$ cat config.mk
export PLATFORM = sky130hd
export DESIGN_NAME = wb_sel_arbiter_flat
export DESIGN_NICKNAME = d
export VERILOG_FILES = /design/src/rtl/wb_pkg.sv /design/src/rtl/wb_sel_arbiter_if.sv /design/src/rtl/rr_pick3.sv /design/src/rtl/wb_sel_arbiter.sv /design/src/flat_wrapper.sv
export SDC_FILE = /design/constraint.sdc
export NUM_CORES = 1
export LEC_CHECK = 0
export BUFFER_PORTS_ARGS = -buffer_cell sky130_fd_sc_hd__buf_4
export CORE_AREA = 2 2 39 41
export DETAILED_ROUTE_END_ITERATION = 10
export DIE_AREA = 0 0 41 43
export HOLD_SLACK_MARGIN = 0.02
export PLACE_DENSITY = 0.67
export SLEW_MARGIN = 10
export SYNTH_ARGS = -nofsm -noshare
export SYNTH_HDL_FRONTEND = slang
export SYNTH_SLANG_ARGS = --single-unit
$ cat constraint.sdc
create_clock -name CLK -period 1.2 [get_ports CLK]
set_input_delay 0.12 -clock CLK [delete_from_list [all_inputs] [get_ports CLK]]
set_output_delay 0.12 -clock CLK [all_outputs]
set_load 0.005 [all_outputs]
$ cat src/rtl/wb_pkg.sv
// Shared write-back select definitions: requester count, mux select encodings
// and the helper that advances a select index with wrap from 2 back to 0.
package wb_pkg;

  localparam int N_SRC = 3;

  typedef logic [1:0] sel_t;

  localparam sel_t SEL_ALU  = 2'd0;
  localparam sel_t SEL_MEM  = 2'd1;
  localparam sel_t SEL_LINK = 2'd2;

  function automatic sel_t next_sel(input sel_t s);
    return (s == SEL_LINK) ? SEL_ALU : sel_t'(s + 2'd1);
  endfunction

endpackage

$ cat src/rtl/wb_sel_arbiter_if.sv
// Write-back arbitration bundle between the requesters (master) and the
// select arbiter (slave); the arbiter drives grant, select and write enable.
interface wb_sel_arbiter_if;
  import wb_pkg::*;

  logic [N_SRC-1:0] REQ;
  logic             HOLD;
  logic [N_SRC-1:0] GNT;
  sel_t             S;
  logic             WE;
  logic             BUSY;

  modport master (output REQ, HOLD, input GNT, S, WE, BUSY);
  modport slave  (input REQ, HOLD, output GNT, S, WE, BUSY);

endinterface

$ cat src/rtl/rr_pick3.sv
// Combinational three-way round-robin picker: first eligible requester found
// scanning from the priority pointer upward, wrapping 2 -> 0.
module rr_pick3
  import wb_pkg::*;
(
  input  logic [N_SRC-1:0] i_eligible,
  input  sel_t             i_ptr,
  output sel_t             o_win,
  output logic [N_SRC-1:0] o_onehot,
  output logic             o_valid
);

  always_comb begin
    sel_t w_idx;
    o_win    = SEL_ALU;
    o_onehot = '0;
    o_valid  = 1'b0;
    w_idx    = i_ptr;
    // Only the first hit along the rotated scan order may claim the win.
    for (int k = 0; k < N_SRC; k++) begin
      if (!o_valid && i_eligible[w_idx]) begin
        o_valid  = 1'b1;
        o_win    = w_idx;
        o_onehot = {{(N_SRC-1){1'b0}}, 1'b1} << w_idx;
      end
      w_idx = next_sel(w_idx);
    end
  end

endmodule

$ cat src/rtl/wb_sel_arbiter.sv
// Round-robin write-back select controller: registers a one-hot grant, the
// mux select and the register-file write enable for three requesters.
module wb_sel_arbiter #(
  parameter int N_SRC = 3
) (
  input  logic              CLK,
  input  logic              RST_N,
  wb_sel_arbiter_if.slave   bus
);
  import wb_pkg::*;

  logic [N_SRC-1:0] r_gnt;
  sel_t             r_s;
  sel_t             r_ptr;
  logic             r_we;
  logic             r_busy;

  logic [N_SRC-1:0] w_eligible;
  logic [N_SRC-1:0] w_onehot;
  logic [N_SRC-1:0] w_grant;
  sel_t             w_win;
  logic             w_valid;
  logic             w_take;

  // Last cycle's grantee sits out one cycle so a requester still holding REQ
  // through its GNT cycle is not granted twice for the same write.
  assign w_eligible = bus.REQ & ~r_gnt;

  rr_pick3 u_pick (
    .i_eligible (w_eligible),
    .i_ptr      (r_ptr),
    .o_win      (w_win),
    .o_onehot   (w_onehot),
    .o_valid    (w_valid)
  );

  assign w_take  = w_valid & ~bus.HOLD;
  assign w_grant = w_take ? w_onehot : '0;

  always_ff @(posedge CLK or negedge RST_N) begin
    if (!RST_N) begin
      r_gnt  <= '0;
      r_s    <= SEL_ALU;
      r_ptr  <= SEL_ALU;
      r_we   <= 1'b0;
      r_busy <= 1'b0;
    end else begin
      r_busy <= |(w_eligible & ~w_grant);
      if (w_take) begin
        r_gnt <= w_onehot;
        r_s   <= w_win;
        r_we  <= 1'b1;
        r_ptr <= next_sel(w_win);
      end else begin
        r_gnt <= '0;
        r_we  <= 1'b0;
      end
    end
  end

  assign bus.GNT  = r_gnt;
  assign bus.S    = r_s;
  assign bus.WE   = r_we;
  assign bus.BUSY = r_busy;

endmodule

$ cat src/flat_wrapper.sv
// flat-port wrapper written by rule: the top's interface ports become plain ports
module wb_sel_arbiter_flat import wb_pkg::*;
#(
  parameter int N_SRC = 3
)
  (CLK, RST_N, bus_REQ, bus_HOLD, bus_GNT, bus_S, bus_WE, bus_BUSY);
  wb_sel_arbiter_if bus_i ();
  input  logic CLK;
  input  logic RST_N;
  input wire logic [$bits(bus_i.REQ)-1:0] bus_REQ;
  input wire logic [$bits(bus_i.HOLD)-1:0] bus_HOLD;
  output wire logic [$bits(bus_i.GNT)-1:0] bus_GNT;
  output wire logic [$bits(bus_i.S)-1:0] bus_S;
  output wire logic [$bits(bus_i.WE)-1:0] bus_WE;
  output wire logic [$bits(bus_i.BUSY)-1:0] bus_BUSY;
  assign bus_i.REQ = bus_REQ;
  assign bus_i.HOLD = bus_HOLD;
  assign bus_GNT = bus_i.GNT;
  assign bus_S = bus_i.S;
  assign bus_WE = bus_i.WE;
  assign bus_BUSY = bus_i.BUSY;
  wb_sel_arbiter #(.N_SRC(N_SRC)) u_core (.CLK(CLK), .RST_N(RST_N), .bus(bus_i));
endmodule
==> results.cfg <==
[worst_setup_path]
critical_path_required_ns = 1.35
critical_path_class = flip-flop to flip-flop
rrSetupSlack_ns = -0.005
start_kind = flip-flop
cp_max_fo = 7
r2r_cells = 4
rr_startpoint = u_core.bus.GNT[0]
crit_path_end_kind = flip-flop
r2r_end = u_core.bus.S[1]
critical_path_arrival_ns = 1.35

[logic_synthesis]
yosysUniqueCellTypes = 19
ys_ff_latch = 9
synth_nets = 51
avgSynthCellArea_sq_um = 10.0
syn-instance-count = 45
syn_area_sq_um = 450
ys_warn_count = 0
ys_seq_area_share_pct = 50.0

[sta]
rsz0062_at_grt = true
slew_headroom_pct = 76.7
setup_violations = 2
tns_ns = -0.00929
fin_skew_ns = 0.00285
finalHoldWorstSlack_ns = 0.0748
final.setup.worst_slack_ns = -0.00536
slew_viol_final = 0
period_share_pct = 100
finalHoldViolations = 0
worstMarginPinSlew_ns = 0.349
clock.fmax_mhz = 830
post-route-min-period_ns = 1.21

[clocking]
htree_levels = 1
cts.sinks = 9
numCtsBuffers = 3
tritoncts = built
cts_root_buffer = clkbuf_4
insertion_delay_ns = 0.25
cts_buffer_depth = 2
clk_pin_slew_ns = 0.06

[run]
max_cap_violations = 0

[status]
violations = setup timing
status = complete, but fails checks

[grt]
antenna_found_initial = 0
grt_pass1_wl_um = 1550
grt_max_degree = 10
grtUsageTotal_pct = 13.3
gr-total-overflow = 0
grt_pass1_vias = 391
busiest_layer = met2
grtUsageMet2_pct = 18.4
grtUsageMet1_pct = 17.1
use_met3_pct = 4.71

[drt]
drt_first_pass_iters = 4
wl_um = 1030
postRouteAntennaNets = 0
wl_per_cell_um = 12.4
drtIter0Drc = 2
vias_per_cell = 4.83
drc_errors = 0
vias = 401

[final_layout]
drive_above_1_share_pct = 41.8
n_fill_cell = 130
area_growth_syn_to_layout_pct = 44.7
fin_util_pct = 47.1
diodes = 0
stdcell_count = 83
nets = 74

[power]
pwr-share-seq_pct = 41.9
p_sw_share_pct = 34.8
power_frac_comb_pct = 38.8
p_switching_mw = 0.416
power_leakage_nw = 0.319
power_mw = 1.20
clkPwrFrac_pct = 19.3
max-vdd-ir-drop_mv = 0.716
intPower_mw = 0.780
powerDensity_nw_per_um2 = 1830

[placement]
hpwl_um = 737
routabilityCongestion = 0.760
port_buffers = 12
dp_cells = 77

[floorplan]
die-area_sq_um = 1760
initial_core_util_pct = 32.5
pin_count = 13
core_sq_um = 1380
dieWidth_um = 41
die_h_um = 43
rows = 14

[worst_hold_path]
holdPathStages = 2
hp-class = input port to flip-flop
hp-start = bus_HOLD
whs_endpoint = u_core.bus.GNT[1]
[placed cells by master, fill, tap and decap left out]
master         instances
buf_4                 16
a21oi_1                6
o21ai_2                1
o21ai_1                2
clkbuf_4               3
nand3b_2               1
inv_1                  3
nor2_1                 3
a21oi_2                1
dfrtp_1                8
a21o_1                 2
o211a_1                1
dlygate4sd3_1          1
a2111oi_4              1
dfrtp_2                1
a31oi_1                1
clkbuf_1               1
nor2b_1                2
nand2_1                3
a21boi_2               1
o211ai_1               1
and2b_1                1
buf_6                  1
o21ai_0                3
nor3_1                 1
nand2b_2               2
[worst max-delay path, stage by stage (launching register included)]
cell and delay, ns:
dfrtp_1 0.39, nand2b_2 0.24, o21ai_0 0.19, a21oi_1 0.11, a21o_1 0.16
[timing repair]
| action | 4_1_cts | 5_1_grt |
|---|---|---|
| buffers inserted | 0 | 1 |
| endpoints found under the hold margin | 9 | 0 |
| setup endpoints to repair | 3 | 5 |
| pin swaps | 1 | 1 |
| hold buffers | 1 | 0 |
| gates resized for setup | 2 | 7 |
[cells in the mapped netlist, drive strengths merged]
cell     number  area (sq um)
dfrtp         9           225
a21oi         7          38.8
o21ai         6          30.0
inv           3          11.3
nand2         3          11.3
nor2          3          11.3
a21o          2          15.0
nand2b        2          12.5
nor2b         2          12.5
a2111oi       1          27.5
a21boi        1          7.51
a31oi         1          6.26
and2b         1          7.51
nand3b        1          11.3
nor3          1          5.00
o211a         1          10.0
o211ai        1          7.51
[state kept, by name, summed over array words and instances (netlist names)]
| name | count |
|---|---|
| u_core.bus.GNT | 3 |
| u_core.bus.S | 2 |
| u_core.r_ptr | 2 |
| u_core.bus.BUSY | 1 |
| u_core.bus.WE | 1 |
[stage by stage]
step | setup WS [ns] | area [sq um]
2_1_floorplan | 0.0170 | 450
3_3_place_gp | 0.00484 | 591
3_5_place_dp | -0.0186 | 591
4_1_cts | -0.00364 | 629
5_1_grt | -0.105 | 652
6_report | -0.00536 | 652
[power groups by stage]
stage,Combinational [mW],Sequential [mW],Clock (mW)
after global routing,0.511,0.519,0.260
after detailed placement,0.435,0.495,0
after global placement,0.427,0.499,0
after CTS,0.445,0.489,0.243
final,0.464,0.501,0.230
after floorplan,0.223,0.490,0
[logic make-up after synthesis]
logic type             count (synthesis)  share of synthesized area, %
AOI/OAI and AO/OA                     20                          31.7
and+or+nand+nor                       13                          15.8
DFF                                    9                          50.0
buffers and inverters                  3                          2.50
[area by class of cell]
cell class | instances | area (sq um) | share of cell area, %
Sequential cell | 9 | 226 | 34.7
Multi-Input combinational cell | 33 | 226 | 34.7
Timing Repair Buffer | 18 | 141 | 21.7
Clock buffer | 4 | 26.3 | 4.03
Tap cell | 16 | 20.0 | 3.07
Inverter | 3 | 11.3 | 1.73
[layer usage]
layer,part of all wire [%],up-vias
li1,-,204
met2,55,9
met4,0.78,0
met5,0,-
met3,4.9,2
met1,39,186
[worst max-delay path by stage]
stage / from / endpoint / slack (ns) / cells past startpoint
6_report: u_core.bus.GNT[0] / u_core.bus.S[1] / -0.005 / 4
5_1_grt: u_core.bus.GNT[2] / u_core.bus.GNT[0] / -0.11 / 5
3_5_place_dp: u_core.bus.GNT[0] / u_core.bus.S[0] / -0.02 / 4
4_1_cts: u_core.bus.GNT[2] / u_core.bus.GNT[0] / -0.004 / 5
3_3_place_gp: u_core.bus.GNT[0] / u_core.bus.S[0] / 0.005 / 4
2_1_floorplan: u_core.bus.GNT[2] / u_core.bus.S[0] / 0.02 / 4
Note: power is estimated with default switching activity, not from simulation.
